<file path="src/rtl/dp_mux4_rrarb_pkg.sv">
// Shared types and helpers for the dp_mux4ds round-robin arbiters.
// Holds the state encoding, the counter width and the index decode used for the one-cold selects.
package dp_mux4_rrarb_pkg;

  typedef enum logic {
    RR_IDLE  = 1'b0,
    RR_OWNED = 1'b1
  } rr_state_e;

  localparam int unsigned CNT_W = 8;
  localparam logic [CNT_W-1:0] CNT_MAX = '1;

  function automatic logic [3:0] idx_to_onehot(input logic [1:0] idx);
    return 4'b0001 << idx;
  endfunction

  // Active-low select lines for a decoded-select mux: exactly one bit low.
  function automatic logic [3:0] idx_to_onecold(input logic [1:0] idx);
    return ~(4'b0001 << idx);
  endfunction

endpackage

</file>
<file path="src/rtl/dp_mux4_rrarb_rr_pick4.sv">
// Combinational round-robin picker: first request at or after ptr_i, wrapping, skipping excl_i.
// Zero latency; no backpressure.
module rr_pick4 (
  input  logic [3:0] req_i,
  input  logic [1:0] ptr_i,
  input  logic [3:0] excl_i,
  output logic       valid_o,
  output logic [1:0] idx_o
);

  logic [3:0] cand;
  logic [1:0] probe;

  // Walk from the farthest offset down so the nearest candidate to ptr_i wins.
  always_comb begin
    cand    = req_i & ~excl_i;
    valid_o = 1'b0;
    idx_o   = ptr_i;
    probe   = '0;
    for (int i = 3; i >= 0; i--) begin
      probe = ptr_i + 2'(i);
      if (cand[probe]) begin
        valid_o = 1'b1;
        idx_o   = probe;
      end
    end
  end

endmodule

</file>
<file path="src/rtl/dp_mux4_rrarb.sv">
// Round-robin owner of one shared dp_mux4ds: registered one-hot grant and one-cold selects, 1-cycle grant/release.
// Tenure bounded by MAX_HOLD while others wait; handoffs are back-to-back with no idle bubble.
module dp_mux4_rrarb
  import dp_mux4_rrarb_pkg::*;
#(
  parameter int unsigned MAX_HOLD = 16
) (
  input  logic       clk,
  input  logic       reset,
  input  logic [3:0] req,
  output logic [3:0] gnt,
  output logic       sel0_l,
  output logic       sel1_l,
  output logic       sel2_l,
  output logic       sel3_l,
  output logic [1:0] owner,
  output logic       busy
);

  localparam logic [CNT_W-1:0] HOLD_LIM = CNT_W'(MAX_HOLD);
  localparam bit               HOLD_EN  = (MAX_HOLD != 0);

  rr_state_e        state_q, state_d;
  logic [1:0]       owner_q, owner_d;
  logic [1:0]       ptr_q, ptr_d;
  logic [CNT_W-1:0] cnt_q, cnt_d;

  logic [3:0] own_oh;
  logic [3:0] excl;
  logic       pick_vld;
  logic [1:0] pick_idx;

  assign own_oh = idx_to_onehot(owner_q);
  // Excluding the current owner makes "pick valid" mean "someone else is waiting".
  assign excl   = (state_q == RR_OWNED) ? own_oh : 4'b0000;

  rr_pick4 u_pick (
    .req_i   (req),
    .ptr_i   (ptr_q),
    .excl_i  (excl),
    .valid_o (pick_vld),
    .idx_o   (pick_idx)
  );

  always_comb begin
    state_d = state_q;
    owner_d = owner_q;
    ptr_d   = ptr_q;
    cnt_d   = cnt_q;
    case (state_q)
      RR_IDLE: begin
        if (pick_vld) begin
          state_d = RR_OWNED;
          owner_d = pick_idx;
          ptr_d   = pick_idx + 2'd1;
          cnt_d   = CNT_W'(1);
        end
      end
      RR_OWNED: begin
        if (!req[owner_q] || (HOLD_EN && (cnt_q >= HOLD_LIM) && pick_vld)) begin
          if (pick_vld) begin
            owner_d = pick_idx;
            ptr_d   = pick_idx + 2'd1;
            cnt_d   = CNT_W'(1);
          end else begin
            state_d = RR_IDLE;
          end
        end else if (HOLD_EN) begin
          // Sole requester: park the counter at the limit so a newcomer preempts promptly.
          if (cnt_q < HOLD_LIM) cnt_d = cnt_q + CNT_W'(1);
        end else if (cnt_q != CNT_MAX) begin
          cnt_d = cnt_q + CNT_W'(1);
        end
      end
      default: state_d = RR_IDLE;
    endcase
  end

  always_ff @(posedge clk or posedge reset) begin
    if (reset) begin
      state_q <= RR_IDLE;
      owner_q <= 2'd0;
      ptr_q   <= 2'd0;
      cnt_q   <= '0;
    end else begin
      state_q <= state_d;
      owner_q <= owner_d;
      ptr_q   <= ptr_d;
      cnt_q   <= cnt_d;
    end
  end

  // Outputs decode registered state only; nothing from req reaches the selects.
  assign gnt   = (state_q == RR_OWNED) ? own_oh : 4'b0000;
  assign busy  = (state_q == RR_OWNED);
  assign owner = owner_q;
  assign {sel3_l, sel2_l, sel1_l, sel0_l} = idx_to_onecold(owner_q);

endmodule

</file>
<file path="config.mk">
export PLATFORM = sky130hd
export DESIGN_NAME = dp_mux4_rrarb
export DESIGN_NICKNAME = d
export VERILOG_FILES = /design/src/rtl/dp_mux4_rrarb_pkg.sv /design/src/rtl/dp_mux4_rrarb_rr_pick4.sv /design/src/rtl/dp_mux4_rrarb.sv
export SDC_FILE = /design/constraint.sdc
export NUM_CORES = 1
export LEC_CHECK = 0
export ABC_AREA = 1
export BUFFER_PORTS_ARGS = -buffer_cell sky130_fd_sc_hd__buf_4
export CAP_MARGIN = 20
export CORE_MARGIN = 2
export CORE_UTILIZATION = 54
export CTS_CLUSTER_DIAMETER = 80
export DETAILED_ROUTE_END_ITERATION = 8
export PLACE_DENSITY = 0.77
export REMOVE_ABC_BUFFERS = 1
export SLEW_MARGIN = 20
export SYNTH_ARGS = -nofsm -noshare
export SYNTH_HDL_FRONTEND = slang
export SYNTH_SLANG_ARGS = --single-unit
export TNS_END_PERCENT = 5
</file>
<file path="constraint.sdc">
create_clock -name clk -period 2.35 [get_ports clk]
set_clock_uncertainty 0.15 [all_clocks]
set_input_delay 0.235 -clock clk [delete_from_list [all_inputs] [get_ports clk]]
set_output_delay 0.235 -clock clk [all_outputs]
set_load 0.01 [all_outputs]
</file>
==> flow_summary_export.csv <==
group,metric,value,unit
power,power_density,1680,mW/mm2
route,dr.first_iter.drc_count,10,
flow_run,maxCapViolCount,0,
timing,rsz0062_at_grt,"no",
clock_tree,cts_resized,0,
timing,post-route-min-period,1.97,ns
clock_tree,root_buffer,"clkbuf_4",
route,postRouteAntennaNets,0,
layout,drive_gt1_share,26.1,%
timing,holdWs,0.269,ns
die,ioPinCount,17,
placement,port_buffers,16,
yosys,ys.flop_type,"dfrtp_1",
yosys,synth_common_cells,"nand2_1, inv_1, nand3_1",
timing,slew_headroom,67.6,%
timing,fin_setup_tns,0,ns
timing,hold_viol_final,0,
worst_setup_path,worstPathArrival,1.97,ns
power,leakage,0.000626,uW
layout,fin_nets,166,
timing,tightest_slew,0.486,ns
global_routing,grt_pass1_wl,3170,um
yosys,synth_area_leaders,"dfrtp_1, nand2_1, nand3_1, inv_1, nand2_2",
yosys,synth_most_common_cell,"nand2_1",
power,vdd_drop_max,1.02,mV
global_routing,grt_max_degree,14,
yosys,async_reset_ff_share,100,%
worst_setup_path,end_kind,"flip-flop",
clock_tree,clk_latency,0.26,ns
layout,n_antenna_cell,0,
yosys,postSynthAreaPerCell,7.18,um2
worst_setup_path,cp_max_fo,11,
global_routing,grt_pass1_vias,787,
worst_setup_path,critical_path_class,"reg2reg",
placement,gp_congestion,0.834,
route,wirelength,1920,um
clock_tree,cts_tree,"done",
die,die_w,47,um
die,die_h,47,um
layout,areaGrowthSynthToFinish,15.2,%
clock_tree,post_cts_buffers,0,
yosys,ys_seq_area_share,32.6,%
outcome,status,"completed",
die,start_util,57.8,%
yosys,synth-seq-cells,13,
yosys,synth_cells,139,
die,row_count,15,
yosys,yosys.area.top_type,"dfrtp_1",
clock_tree,clkSinkCount,13,
yosys,synth-edff-count,0,
die,core_area,0.00173,mm2
global_routing,track_usage,19.7,%
yosys,synth_top_area_share,32.6,%
route,vias,883,
global_routing,globalRouteOverflowTotal,0,
worst_setup_path,critPathLaunchType,"flip-flop",
timing,fmax,509,MHz
placement,hpwlAfterDp,1560,um
clock_tree,cts_buffers,3,
min_path,hp-class,"in2reg",
route,wl_per_cell,10.5,um
timing,maxSlewViolCount,0,
layout,fin_area,0.00115,mm2
global_routing,antenna_found_initial,0,
route,dr.pass1.iters,4,
timing,fin_crit_sh,83.7,%
clock_tree,cts.htree.levels,1,
worst_setup_path,worst_ep_required_time,2.35,ns
clock_tree,cts_buffer_depth,2,
clock_tree,clk_pin_slew_worst_paths,0.08,ns
placement,placed_cell_area,0.00111,mm2
die,dieArea,0.00221,mm2
route,drc,0,
yosys,synth_cell_types,28,
timing,finalSetupViolCount,0,
yosys,synth_warnings,0,
yosys,syn_area,998,um2
route,vias_per_cell,4.85,
[final timing paths]
check | start | end | slack, ns | cells past startpoint
max reg2reg | owner[1] | owner[0] | 0.38 | 11
max | owner[1] | owner[0] | 0.38 | 11
min | req[1] | busy | 0.27 | 5
min in group asynchronous | reset | busy | 0.40 | 3
min reg2reg | cnt_q[5] | cnt_q[5] | 0.35 | 2
max in group asynchronous | reset | ptr_q[0] | 1.32 | 3
[cells by family after synthesis]
group	synth area share (%)
compound gates	9.40
flops	32.6
fa+ha+maj	2.51
simple gates	39.5
xor+xnor	2.63
buf+inv	13.4
[registers in the layout (all words and copies together) (netlist names)]
register	flops
cnt_q	8
owner	2
ptr_q	2
busy	1
[cell type report]
class,instances,area (um2)
timing repair buffer,17,130
tap,25,31.3
clock buffer,4,26.3
fill,162,577
sequential,13,325
inverter,26,97.6
multi-input combinational,97,539
[layout by cell type, fill, tap and decap left out, drive strengths merged]
| cell | count |
|---|---|
| a21oi | 2 |
| o21ai | 11 |
| dlygate4sd3 | 1 |
| dfrtp | 13 |
| clkbuf | 4 |
| inv | 26 |
| o31ai | 1 |
| nand3 | 21 |
| nor2 | 11 |
| a31oi | 1 |
| xor2 | 2 |
| a211oi | 1 |
| nor4 | 1 |
| nand2 | 41 |
| xnor2 | 1 |
| buf | 16 |
| nand4 | 1 |
| nor3 | 1 |
| ha | 2 |
[worst max-delay path, cell delays in order, from the launching register on]
cell and delay [ns]:
dfrtp_1 0.59, nand3_1 0.20, nand3_1 0.14, nand2_2 0.08, nand2_2 0.07, nand2_2 0.07
a21oi_2 0.15, nand2_4 0.11, nand2_8 0.10, inv_2 0.05, nand2_1 0.07, o21ai_1 0.07
[repair_timing]
item / CTS / global route
setup endpoints to repair: 0 / 0
hold endpoints to repair: 13 / 0
hold buffers: 1 / 0
[layer usage]
layer / routed length [um] / share of wire (%) / up-vias / global-route usage [%]
met5: 0 / 0 / - / 0
met4: 28 / 1.5 / 0 / 6.11
met3: 67 / 3.5 / 4 / 1.15
met2: 946 / 49 / 17 / 36.4
met1: 876 / 46 / 390 / 24.2
li1: - / - / 472 / -
[where the power goes]
| part | internal, uW | switching, uW | total [uW] |
|---|---|---|---|
| Combinational | 521 | 850 | 1370 |
| Clock | 65.5 | 67.8 | 133 |
| Sequential | 303 | 130 | 432 |
[per-stage QoR]
stage	power, uW	setup slack [ns]	instances	utilization [%]
CTS	1960	0.361	182	66.6
global placement	1790	0.402	177	64.5
finish	1940	0.384	182	66.6
floorplan	1470	0.557	136	-
global route	2170	0.184	182	66.6
detailed placement	1820	0.377	177	64.5
No activity file was read; power rests on OpenSTA's default activity.
